==> src/rtl/fetch_pkg.sv <==
// Shared types and constants for the WISC fetch sequencer.
// Holds the sequencer state encoding, word width and default vectors.
package fetch_pkg;

    localparam int WORD_W = 16;

    localparam logic [WORD_W-1:0] DEFAULT_RESET_PC = 16'h0000;
    localparam logic [WORD_W-1:0] DEFAULT_SIIC_VEC = 16'h0002;
    localparam logic [WORD_W-1:0] PC_STEP          = 16'h0002;

    typedef enum logic [1:0] {
        FETCH  = 2'd0,
        ISSUE  = 2'd1,
        HALTED = 2'd2
    } fetch_state_e;

    // Instruction words are 16-bit aligned, so bit 0 of any PC must be clear.
    function automatic logic [WORD_W-1:0] align_word(input logic [WORD_W-1:0] addr);
        return {addr[WORD_W-1:1], 1'b0};
    endfunction

endpackage

==> src/rtl/fetch_sequencer_pc_next_calc.sv <==
// Combinational next-PC selection for a retiring instruction.
// Applies the siic > rti > reg_jmp > pc_sel > sequential priority.
module pc_next_calc
    import fetch_pkg::*;
#(
    parameter logic [WORD_W-1:0] SIIC_VEC = DEFAULT_SIIC_VEC
) (
    input  logic [WORD_W-1:0] pc,
    input  logic [WORD_W-1:0] imm_ext,
    input  logic [WORD_W-1:0] rs_val,
    input  logic [WORD_W-1:0] epc,
    input  logic              siic,
    input  logic              rti,
    input  logic              reg_jmp,
    input  logic              pc_sel,
    output logic [WORD_W-1:0] pc_plus2,
    output logic [WORD_W-1:0] next_pc,
    output logic              misaligned
);

    logic [WORD_W-1:0] target;

    always_comb begin
        pc_plus2   = pc + PC_STEP;
        target     = pc_plus2;
        next_pc    = pc_plus2;
        misaligned = 1'b0;

        if (siic) begin
            next_pc = SIIC_VEC;
        end else if (rti) begin
            next_pc = epc;
        end else if (reg_jmp) begin
            target     = rs_val + imm_ext;
            misaligned = target[0];
            next_pc    = align_word(target);
        end else if (pc_sel) begin
            target     = pc_plus2 + imm_ext;
            misaligned = target[0];
            next_pc    = align_word(target);
        end
    end

endmodule

==> src/rtl/fetch_sequencer.sv <==
// Multi-cycle fetch/PC sequencer: owns PC and EPC, fetches from stalling
// instruction memory, holds the word for decode and redirects on retire.
module fetch_sequencer
    import fetch_pkg::*;
#(
    parameter logic [WORD_W-1:0] RESET_PC = DEFAULT_RESET_PC,
    parameter logic [WORD_W-1:0] SIIC_VEC = DEFAULT_SIIC_VEC
) (
    input  logic              clk,
    input  logic              rst_n,
    output logic              imem_en,
    output logic [WORD_W-1:0] imem_addr,
    input  logic [WORD_W-1:0] imem_rdata,
    input  logic              imem_done,
    input  logic              imem_stall,
    output logic [WORD_W-1:0] instr,
    output logic              instr_valid,
    output logic [WORD_W-1:0] pc_plus2,
    input  logic              retire,
    input  logic              pc_sel,
    input  logic              reg_jmp,
    input  logic [WORD_W-1:0] imm_ext,
    input  logic [WORD_W-1:0] rs_val,
    input  logic              halt,
    input  logic              siic,
    input  logic              rti,
    output logic              halted,
    output logic              fetch_err
);

    fetch_state_e      state_q, state_d;
    logic [WORD_W-1:0] pc_q, pc_d;
    logic [WORD_W-1:0] epc_q, epc_d;
    logic [WORD_W-1:0] instr_q, instr_d;
    logic              fetch_err_q, fetch_err_d;

    logic [WORD_W-1:0] next_pc;
    logic [WORD_W-1:0] pc_inc;
    logic              misaligned;

    pc_next_calc #(
        .SIIC_VEC (SIIC_VEC)
    ) u_pc_next_calc (
        .pc         (pc_q),
        .imm_ext    (imm_ext),
        .rs_val     (rs_val),
        .epc        (epc_q),
        .siic       (siic),
        .rti        (rti),
        .reg_jmp    (reg_jmp),
        .pc_sel     (pc_sel),
        .pc_plus2   (pc_inc),
        .next_pc    (next_pc),
        .misaligned (misaligned)
    );

    always_ff @(posedge clk or negedge rst_n) begin
        if (!rst_n) begin
            state_q     <= FETCH;
            pc_q        <= RESET_PC;
            epc_q       <= '0;
            instr_q     <= '0;
            fetch_err_q <= 1'b0;
        end else begin
            state_q     <= state_d;
            pc_q        <= pc_d;
            epc_q       <= epc_d;
            instr_q     <= instr_d;
            fetch_err_q <= fetch_err_d;
        end
    end

    always_comb begin
        state_d     = state_q;
        pc_d        = pc_q;
        epc_d       = epc_q;
        instr_d     = instr_q;
        fetch_err_d = fetch_err_q;

        unique case (state_q)
            FETCH: begin
                // A completed read wins over a coincident stall indication.
                if (imem_done) begin
                    instr_d = imem_rdata;
                    state_d = ISSUE;
                end else if (imem_stall) begin
                    state_d = FETCH;
                end
            end
            ISSUE: begin
                if (retire) begin
                    pc_d = next_pc;
                    if (siic) begin
                        epc_d = pc_inc;
                    end
                    if (misaligned) begin
                        fetch_err_d = 1'b1;
                        state_d     = HALTED;
                    end else if (halt && !siic) begin
                        state_d = HALTED;
                    end else begin
                        state_d = FETCH;
                    end
                end
            end
            HALTED: begin
                state_d = HALTED;
            end
            default: begin
                state_d = FETCH;
            end
        endcase
    end

    // Status outputs are gated by rst_n so they read low for the whole reset window.
    always_comb begin
        imem_en     = rst_n && (state_q == FETCH);
        instr_valid = rst_n && (state_q == ISSUE);
        halted      = rst_n && (state_q == HALTED);
        imem_addr   = pc_q;
        instr       = instr_q;
        pc_plus2    = pc_inc;
        fetch_err   = fetch_err_q;
    end

endmodule

==> config.mk <==
export PLATFORM = sky130hd
export DESIGN_NAME = fetch_sequencer
export DESIGN_NICKNAME = d
export VERILOG_FILES = /design/src/rtl/fetch_pkg.sv /design/src/rtl/fetch_sequencer_pc_next_calc.sv /design/src/rtl/fetch_sequencer.sv
export SDC_FILE = /design/constraint.sdc
export NUM_CORES = 1
export LEC_CHECK = 0
export ABC_AREA = 1
export CORE_MARGIN = 2
export CORE_UTILIZATION = 51
export CTS_CLUSTER_SIZE = 25
export DETAILED_ROUTE_END_ITERATION = 10
export PLACE_DENSITY = 0.82
export SLEW_MARGIN = 40
export SYNTH_ARGS = -nofsm -noshare
export SYNTH_HDL_FRONTEND = slang
export SYNTH_SLANG_ARGS = --single-unit
==> constraint.sdc <==
create_clock -name clk -period 2.9 [get_ports clk]
set_clock_uncertainty 0.1 [all_clocks]
set_input_delay 0.87 -clock clk [delete_from_list [all_inputs] [get_ports clk]]
set_output_delay 0.87 -clock clk [all_outputs]
set_load 0.02 [all_outputs]
# After elaboration in Yosys (flattened, before gate mapping)
# Cells that the tools add are included.
# Widths: inputs -> output; s select.
[totals] regBits=51 inputBits=58 out_inout_bits=52 word_cells=37
[op_classes] n_addsub=3 eq_ne=4 muxes=14 reduce_logical=11
[ops] operator="$mux 16" count=4
[ops] operator="$add 16x16->16" count=2
[ops] operator="$add 16x2->16 const B" count=1
[ops] operator="$mux 2" count=5
[ops] operator="$pmux 2 s3" count=1
[ops] operator="$reduce_and 2->1" count=3
[ops] operator="$reduce_and 3->1" count=2
[ops] operator="$logic_and 1x1->1" count=4
[ops] operator="$mux 1" count=4
[ops] operator="$ne 3x3->1 const B" count=1
[ops] operator="$eq 2x1->1 const B" count=1
[ops] operator="$eq 2x2->1 const B" count=1
[ops] operator="$logic_not 2->1" count=1
[ops] operator="$ne 2x2->1 const B" count=1
[ops] operator="$logic_not 1->1" count=1

# Depth between registers and ports, before layout
# Gate-level depths: netlist of run 1.
[logic_depth] ltp_word=9 mapped_depth=23 depth_no_buf=23

# By module
# From an unflattened synthesis of run 1, not the netlist that was laid out.
[hier_totals] cells_unflattened=714 hier_area_um2=4613.2
[modules_own_cells] mod="pc_next_calc" n_inst=1 cells_per_inst=481 area_per_inst_um2=2562.5 seq_area_each_um2=0.0
[modules_own_cells] mod="fetch_sequencer" n_inst=1 cells_per_inst=233 area_per_inst_um2=2050.7 seq_area_each_um2=1276.2

# Worst setup path after synthesis of run 1
# Ideal clock, no wire load.
[synth_path] path_type="register -> register" from="reg pc_q[1] (netlist: imem_addr[1])" to="reg pc_q[14] (netlist: imem_addr[14])" setup_ns=0.117 arrival_ns=2.558 required_ns=2.683 setup_slack_ns=0.125 stages_incl_launch_ff=17 path_buffers=0 period_less_slack_ns=2.775 path_cell_list="dfrtp_1 ha_1 nand3_2 nor3_2 xor2_1 inv_1 ha_1 a21oi_1 o21ai_0 a21oi_1 nand3b_1 nand3_1 nand2_1 nand2_1 nand2_1 nand2_1 nand2_1"
[synth_between] elab_chain_cells=6
[synth_lines] element="start: declaration" line="fetch_sequencer.sv:32" text="logic [WORD_W-1:0] pc_q, pc_d;"
[synth_lines] element="start signal: assignment" line="fetch_sequencer.sv:66" text="pc_q <= pc_d;"
[synth_lines] element="$add 16x2->16" line="fetch_sequencer_pc_next_calc.sv:24" text="pc_plus2 = pc + PC_STEP;"
[synth_lines] element="net pc_plus2[9]" line="fetch_sequencer.sv:18" text="output logic [WORD_W-1:0] pc_plus2,"
[synth_lines] element="$add 16x16->16" line="fetch_sequencer_pc_next_calc.sv:38" text="target = pc_plus2 + imm_ext;"
[synth_lines] element="$mux 16" line="fetch_sequencer_pc_next_calc.sv:37" text="end else if (pc_sel) begin"
[synth_lines] element="$mux 16" line="fetch_sequencer_pc_next_calc.sv:33" text="end else if (reg_jmp) begin"
[synth_lines] element="$mux 16" line="fetch_sequencer_pc_next_calc.sv:31" text="end else if (rti) begin"
[synth_lines] element="$mux 16" line="fetch_sequencer_pc_next_calc.sv:29" text="if (siic) begin"
# The timed path passes the listed nets, and every way through them passes these cells.
# A chain may end at the register's enable or synchronous reset.

# Final worst setup path of run 1
[layout_path] from="reg pc_q[1] (netlist: imem_addr[1])" to="out pc_plus2[12]"
[layout_between] elab_chain_cells=1
[layout_lines] element="$add 16x2->16" line="fetch_sequencer_pc_next_calc.sv:24"
[layout_lines] element="end: declaration" line="fetch_sequencer.sv:18"
# No other way between the ends.

==> results of run 1 <==
-- power by group --
part | leakage, nW | switching, W | total (W) | internal, W
clock | 0.0513 | 0.000234 | 0.000487 | 0.000253
sequential | 0.640 | 0.000271 | 0.00131 | 0.00104
combinational | 2.51 | 0.00212 | 0.00391 | 0.00178
-- layout make-up --
class,instances,area share [%]
Clock buffer,6,1.13
Clock inverter,1,0.466
Inverter,87,5.07
Multi-Input combinational cell,507,48.1
Sequential cell,51,19.8
Tap cell,108,2.10
Timing Repair Buffer,168,23.4
-- metal layers --
| metal | share of wire (%) | global-route usage (%) | up-vias |
|---|---|---|---|
| met5 | 0 | 0 | - |
| met4 | 3.2 | 11.1 | 0 |
| met3 | 6.8 | 4.96 | 38 |
| met2 | 47 | 49.1 | 224 |
| met1 | 43 | 36.4 | 2281 |
| li1 | - | - | 2441 |
-- cells in the final DEF, fill, tap and decap left out, types with 14 or more instances in the layout --
| cell type | n |
|---|---|
| sky130_fd_sc_hd__clkdlybuf4s50_1 | 93 |
| sky130_fd_sc_hd__mux2_2 | 16 |
| sky130_fd_sc_hd__nand3_1 | 41 |
| sky130_fd_sc_hd__inv_2 | 14 |
| sky130_fd_sc_hd__inv_1 | 72 |
| sky130_fd_sc_hd__nor2_1 | 46 |
| sky130_fd_sc_hd__o21ai_0 | 32 |
| sky130_fd_sc_hd__dfrtp_1 | 50 |
| sky130_fd_sc_hd__nand2_2 | 22 |
| sky130_fd_sc_hd__ha_1 | 22 |
| sky130_fd_sc_hd__nand2_1 | 189 |
| sky130_fd_sc_hd__a21oi_1 | 29 |
| sky130_fd_sc_hd__buf_4 | 57 |
-- logic make-up (layout without fill, tap and decap cells) --
family | after synthesis | in the layout | share of synthesized area [%]
and+or+nand+nor | 343 | 343 | 33.0
buffers and inverters | 101 | 262 | 8.77
AOI/OAI and AO/OA | 92 | 92 | 11.3
DFF | 51 | 51 | 28.5
adders and majority gates | 36 | 36 | 10.4
xor gates and xnor gates | 20 | 20 | 4.08
muxes | 16 | 16 | 4.02
-- flip-flops by register name (all words and copies together), names as in the netlist --
name       count
fetch_err      1
epc_q         16
instr         16
state_q        2
imem_addr     16
-- critical path, cell delays in order, from the launching register on --
cell and delay [ns]:
sky130_fd_sc_hd__dfrtp_1 0.43, sky130_fd_sc_hd__buf_6 0.14, sky130_fd_sc_hd__nand3_4 0.08, sky130_fd_sc_hd__nor2_4 0.13, sky130_fd_sc_hd__nand2_2 0.09, sky130_fd_sc_hd__nor2_4 0.18, sky130_fd_sc_hd__nand2_1 0.10, sky130_fd_sc_hd__nand2_2 0.08
sky130_fd_sc_hd__nand2_2 0.07, sky130_fd_sc_hd__inv_2 0.09, sky130_fd_sc_hd__buf_2 0.17
-- worst max-delay path by stage --
stage,startpoint,endpoint,slack [ns],cells past startpoint
after floorplan,imem_addr[1],imem_addr[14],0.13,16
after global placement,imm_ext[0],imem_addr[10],-0.22,16
after detailed placement,imm_ext[0],imem_addr[14],-0.31,16
after CTS,imem_addr[2],pc_plus2[6],-0.02,9
after global routing,imem_addr[2],imem_addr[13],-0.13,22
final,imem_addr[1],pc_plus2[12],0.05,10
-- through the flow --
| stage | instances | util [%] | total power (W) | hold WS, ns | setup slack [ns] |
|---|---|---|---|---|---|
| 3_5_place_dp | 912 | 69.5 | 0.00485 | 0.370 | -0.310 |
| 4_1_cts | 924 | 71.7 | 0.00538 | 0.393 | -0.0153 |
| 3_3_place_gp | 912 | 69.5 | 0.00474 | 0.353 | -0.225 |
| 5_1_grt | 928 | 74.6 | 0.00613 | 0.422 | -0.127 |
| 2_1_floorplan | 659 | - | 0.00335 | 0.346 | 0.125 |
| 6_report | 928 | 74.6 | 0.00570 | 0.384 | 0.0549 |
-- timing repair --
action / 4_1_cts / 5_1_grt
cloned: 0 / 0
resized for setup: 34 / 90
endpoints found under the setup margin: 14 / 21
setup buffers: 5 / 5
pin swaps: 2 / 22
hold buffers: 0 / 0
hold endpoints to repair: 0 / 0
==> insert_results.sql, run 1 <==
INSERT INTO impl_metrics (metric_group, metric, value, unit) VALUES
('cells_and_area', 'syn2layout_area_growth', '43.9', '%'),
('synth', 'post_synth_main_area_contributors', 'sky130_fd_sc_hd__dfrtp_1 28%, sky130_fd_sc_hd__nand2_1 18%, sky130_fd_sc_hd__ha_1 9.5%, sky130_fd_sc_hd__inv_1 7.0%, sky130_fd_sc_hd__nand3_1 5.1%', ''),
('synth', 'synth_warnings', '0', ''),
('drt', 'drt-initial-drc-count', '289', ''),
('cells_and_area', 'fin_area', '0.00644', 'sq mm'),
('cells_and_area', 'drive_gt1_share', '22.1', '%'),
('synth', 'synthFlopType', 'sky130_fd_sc_hd__dfrtp_1', ''),
('drt', 'total_number_of_vias', '4984', ''),
('synth', 'netlist.top_cell.by_area', 'sky130_fd_sc_hd__dfrtp_1', ''),
('worst_setup_path', 'criticalPathCategory', 'flop to output pin', ''),
('synth', 'synth.lib_cells_used.distinct', '39', ''),
('synth', 'syn-cell-area', '0.00448', 'sq mm'),
('floorplan', 'die_x', '97.7', 'microns'),
('sta', 'finalCritPeriodShare', '98.1', '%'),
('drt', 'detail_route.wirelength', '14100', 'microns'),
('worst_setup_path', 'critical_path.reg2reg.startpoint', 'imem_addr[1]', ''),
('worst_setup_path', 'cp-end-kind', 'output pin', ''),
('clock_network', 'count_of_h_tree_levels_built_during_cts', '2', ''),
('worst_hold_path', 'holdPathStages', '2', ''),
('drt', 'wl_per_cell', '15.2', 'microns'),
('clock_network', 'numClockSinks', '51', ''),
('synth', 'async_reset_ff_share', '100', '%'),
('floorplan', 'num_rows', '34', ''),
('clock_network', 'clk_root_buffer_cell', 'sky130_fd_sc_hd__clkbuf_8', ''),
('synth', 'synth.cells.most_frequent', '209 x sky130_fd_sc_hd__nand2_1, 83 x sky130_fd_sc_hd__inv_1, 51 x sky130_fd_sc_hd__dfrtp_1, 48 x sky130_fd_sc_hd__nor2_1, 46 x sky130_fd_sc_hd__nand3_1', ''),
('worst_setup_path', 'cp_data_required_time', '1.93', 'ns'),
('sta', 'setup_viol', '0', ''),
('floorplan', 'start_util', '51.9', '%'),
('drt', 'viasPerCell', '5.37', ''),
('sta', 'fmaxAchievable', '351', 'MHz'),
('worst_hold_path', 'hold_end', 'fetch_err', ''),
('worst_setup_path', 'crit_path_start_kind', 'flop', ''),
('worst_setup_path', 'timing.critical_path.fanout_max', '6', ''),
('cells_and_area', 'fill_cells', '660', ''),
('pwr', 'power.density', '885', 'mW/mm^2'),
('pwr', 'vdd_drop_max', '0.000603', 'V'),
('grt', 'grt_pass1_vias', '4933', ''),
('synth', 'synthesis.area_per_instance', '6.80', 'sq um'),
('sta', 'setup-tns-final', '0', 'ns'),
('placed_design', 'dpl-instance-area', '0.00601', 'sq mm'),
('worst_setup_path', 'setup.reg_to_reg.worst_slack', '0.06', 'ns'),
('grt', 'initial_antenna_violation_count', '0', ''),
('clock_network', 'worst_skew_pair.late_latency', '0.31', 'ns'),
('sta', 'grt_setup_unrepaired', 'yes', ''),
('worst_setup_path', 'worst_r2r_path_depth', '23', ''),
('sta', 'finalMaxSlewViolations', '0', ''),
('clock_network', 'cts_tree', 'yes', ''),
('synth', 'number_of_enable_flip_flop_cells_after_synthesis', '0', ''),
('cells_and_area', 'num-nets-final', '914', ''),
('floorplan', 'pin_count', '110', ''),
('clock_network', 'max-clock-path-buffers', '2', ''),
('cells_and_area', 'seq_area', '0.00128', 'sq mm'),
('sta', 'worstMarginPinSlew', '0.677', 'ns'),
('drt', 'drt_pass1_iterations', '5', ''),
('drt', 'drt_drc_violations_left', '0', ''),
('worst_setup_path', 'regToRegEndpoint', 'imem_addr[15]', ''),
('floorplan', 'fp.dieH', '97.7', 'microns'),
('grt', 'overflow', '0', ''),
('synth', 'ys_ff_latch', '51', ''),
('grt', 'track_usage', '28.7', '%'),
('run', 'cap_violations', '0', ''),
('sta', 'hold_violations', '0', ''),
('floorplan', 'die-area', '0.00955', 'sq mm'),
('outcome', 'run_status', 'finished clean', ''),
('placed_design', 'place.port_buffers', '108', ''),
('drt', 'antenna_violating_nets_post_route', '0', ''),
('placed_design', 'dpl.hpwl', '10600', 'microns'),
('synth', 'yosysMostFrequentCell', 'sky130_fd_sc_hd__nand2_1', ''),
('clock_network', 'tritoncts.num_buffers', '5', ''),
('synth', 'synthDominantCellAreaShare', '28.5', '%'),
('worst_hold_path', 'min-delay-start', 'fetch_err', '');
(Power assumes the default switching activity.)
==> run 2, diff against run 1 <==
--- a/config.mk
+++ b/config.mk
@@ -6,11 +6,13 @@
 export NUM_CORES = 1
 export LEC_CHECK = 0
 export ABC_AREA = 1
+export ABC_CLOCK_PERIOD_IN_PS = 2900
 export CORE_MARGIN = 2
 export CORE_UTILIZATION = 51
 export CTS_CLUSTER_SIZE = 25
 export DETAILED_ROUTE_END_ITERATION = 10
 export PLACE_DENSITY = 0.82
+export SKIP_LAST_GASP = 1
 export SLEW_MARGIN = 40
 export SYNTH_ARGS = -nofsm -noshare
 export SYNTH_HDL_FRONTEND = slang
==> run 2 against run 1 <==
The flow now finishes with violations (setup timing). Total power increased by 2.7%. Non-clock buffer count increased by 3. Register-to-register slack got worse by 0.04 ns. Die area unchanged. Cell count increased by 0.32%. Combinational power increased by 4%. Largest cell class unchanged. Critical path depth decreased by 2. Clock power increased by 0.8%. Worst setup slack got worse by 0.092 ns. Via count increased by 2.2%. Utilization increased by 1.3 points. Design area increased by 1.8%.
==> insert_results.sql, run 2 (synthesis gave the netlist of run 1 again) <==
INSERT INTO impl_metrics (metric_group, metric, value, unit) VALUES
('worst_hold_path', 'worst_min_delay_path_category', 'flop to flop', ''),
('drt', 'detail_route.wirelength', '14400', 'microns'),
('clock_network', 'clk_transition_reported_paths', '0.09', 'ns'),
('clock_network', 'max-clock-path-buffers', '2', ''),
('worst_setup_path', 'criticalPathCategory', 'flop to output pin', ''),
('sta', 'grt_setup_unrepaired', 'yes', ''),
('cells_and_area', 'antenna_cells', '0', ''),
('clock_network', 'tritoncts.num_buffers', '5', ''),
('cells_and_area', 'drive_gt1_share', '22.5', '%'),
('sta', 'finalMaxSlewViolations', '0', ''),
('grt', 'grt_pass1_vias', '4933', ''),
('sta', 'finalWorstSetupSlack', '-0.0370', 'ns'),
('grt', 'grt_util_met2', '49.1', '%'),
('cells_and_area', 'num-nets-final', '917', ''),
('drt', 'wl_per_cell', '15.5', 'microns'),
('pwr', 'power.density', '893', 'mW/mm^2'),
('sta', 'hold_violations', '0', ''),
('worst_setup_path', 'critical_path.reg2reg.startpoint', 'imem_addr[2]', ''),
('grt', 'overflow', '0', ''),
('floorplan', 'die-area', '0.00955', 'sq mm'),
('placed_design', 'dpl.hpwl', '10600', 'microns'),
('outcome', 'run_status', 'finished, violations left', ''),
('clock_network', 'numClockSinks', '51', ''),
('sta', 'timing.final.crit_period', '2.94', 'ns'),
('cells_and_area', 'fill_cells', '636', ''),
('floorplan', 'start_util', '51.9', '%'),
('cells_and_area', 'mostFrequentLayoutCells', '192 x sky130_fd_sc_hd__nand2_1, 94 x sky130_fd_sc_hd__clkdlybuf4s50_1, 74 x sky130_fd_sc_hd__inv_1, 62 x sky130_fd_sc_hd__buf_4, 49 x sky130_fd_sc_hd__dfrtp_1', ''),
('drt', 'drt_pass1_iterations', '5', ''),
('floorplan', 'die_x', '97.7', 'microns'),
('worst_setup_path', 'setup.reg_to_reg.worst_slack', '0.02', 'ns'),
('clock_network', 'cts_tree', 'yes', ''),
('grt', 'grt_use_met1', '36.2', '%'),
('grt', 'initial_antenna_violation_count', '0', ''),
('pwr', 'vdd_drop_max', '0.000604', 'V'),
('clock_network', 'worst_skew_pair.late_latency', '0.32', 'ns'),
('sta', 'timing.slew.headroom', '54.8', '%'),
('drt', 'drt_drc_violations_left', '0', ''),
('clock_network', 'ctsHoldBuffers', '0', ''),
('sta', 'worstMarginPinSlew', '0.677', 'ns'),
('sta', 'setup_viol', '2', ''),
('sta', 'finalCritPeriodShare', '101', '%'),
('grt', 'globalRouteMet3Util', '4.96', '%'),
('drt', 'drt-initial-drc-count', '349', ''),
('placed_design', 'globalplace.congestion', '0.865', ''),
('floorplan', 'num_rows', '34', ''),
('placed_design', 'dpl-instance-area', '0.00601', 'sq mm'),
('floorplan', 'core', '0.00864', 'sq mm'),
('worst_setup_path', 'cp-end-kind', 'output pin', ''),
('run', 'cap_violations', '0', ''),
('clock_network', 'count_of_h_tree_levels_built_during_cts', '2', ''),
('cells_and_area', 'layout.cells.most_common', 'sky130_fd_sc_hd__nand2_1', ''),
('grt', 'track_usage', '28.6', '%'),
('sta', 'fmaxAchievable', '340', 'MHz'),
('worst_setup_path', 'timing.critical_path.fanout_max', '4', ''),
('drt', 'viasPerCell', '5.47', ''),
('pwr', 'total_power', '0.00586', 'W'),
('floorplan', 'fp.dieH', '97.7', 'microns'),
('drt', 'total_number_of_vias', '5092', ''),
('worst_setup_path', 'critPathArrivalTime', '1.97', 'ns'),
('cells_and_area', 'fin_area', '0.00656', 'sq mm'),
('drt', 'antenna_violating_nets_post_route', '0', ''),
('grt', 'grt_first_pass_wirelength', '22400', 'microns'),
('grt', 'grt_max_degree', '52', ''),
('worst_hold_path', 'min-delay-start', 'fetch_err', ''),
('outcome', 'failed_checks', 'setup timing', ''),
('clock_network', 'clk_root_buffer_cell', 'sky130_fd_sc_hd__clkbuf_8', ''),
('placed_design', 'place.port_buffers', '108', ''),
('sta', 'setup-tns-final', '-0.0572', 'ns'),
('floorplan', 'pin_count', '110', ''),
('worst_setup_path', 'cp_data_required_time', '1.93', 'ns'),
('grt', 'layer_with_the_highest_usage', 'met2', ''),
('pwr', 'power_leakage', '3.26', 'nW'),
('worst_setup_path', 'setup.worst_path.start', 'imem_addr[2]', ''),
('worst_setup_path', 'crit_path_start_kind', 'flop', ''),
('cells_and_area', 'syn2layout_area_growth', '46.5', '%');
[run 2: power by group]
part	leakage (nW)	switching (W)	internal, W
combinational	2.57	0.00220	0.00186
sequential	0.638	0.000278	0.00104
clock	0.0513	0.000238	0.000253
[run 2: final cells by class]
class	instances	area (sq um)	share of cell area, %
Inverter	87	329	5.02
Clock inverter	1	30.0	0.458
Sequential cell	51	1280	19.5
Tap cell	108	135	2.06
Clock buffer	6	72.6	1.11
Timing Repair Buffer	171	1530	23.3
Multi-Input combinational cell	507	3180	48.5
[run 2: worst max-delay path, stage by stage, from the launching register on]
cell and delay [ns]:
sky130_fd_sc_hd__dfrtp_1 0.42, sky130_fd_sc_hd__buf_4 0.16, sky130_fd_sc_hd__ha_4 0.15, sky130_fd_sc_hd__nand3_4 0.11, sky130_fd_sc_hd__nor3_4 0.25, sky130_fd_sc_hd__nand2_2 0.12, sky130_fd_sc_hd__xor2_2 0.20, sky130_fd_sc_hd__inv_2 0.09
sky130_fd_sc_hd__buf_4 0.16
[run 2: routing by layer]
metal | share of wire (%) | vias up
met1 | 42 | 2363
met3 | 7.5 | 51
li1 | - | 2450
met2 | 47 | 228
met4 | 3.6 | 0
met5 | 0 | -
[run 2: worst paths after layout]
check,to,depth (start not counted)
max,pc_plus2[13],8
min,fetch_err,2
max reg2reg,imem_addr[15],22
min reg2reg,fetch_err,2
max in group asynchronous,imem_addr[7],2
min in group asynchronous,imem_addr[5],2
[run 2: what timing repair did]
| action | in CTS | in global routing |
|---|---|---|
| resized for setup | 23 | 108 |
| endpoints found under the setup margin | 14 | 22 |
| pin swaps | 2 | 30 |
| buffers inserted | 5 | 7 |
[run 2: per-stage QoR]
stage	setup slack, ns	hold WS [ns]	instances	utilization (%)
4_1_cts	-0.0666	0.393	924	71.4
5_1_grt	-0.151	0.421	931	75.9
6_report	-0.0370	0.388	931	75.9
3_3_place_gp	-0.225	0.353	912	69.5
3_5_place_dp	-0.310	0.370	912	69.5
2_1_floorplan	0.125	0.346	659	-
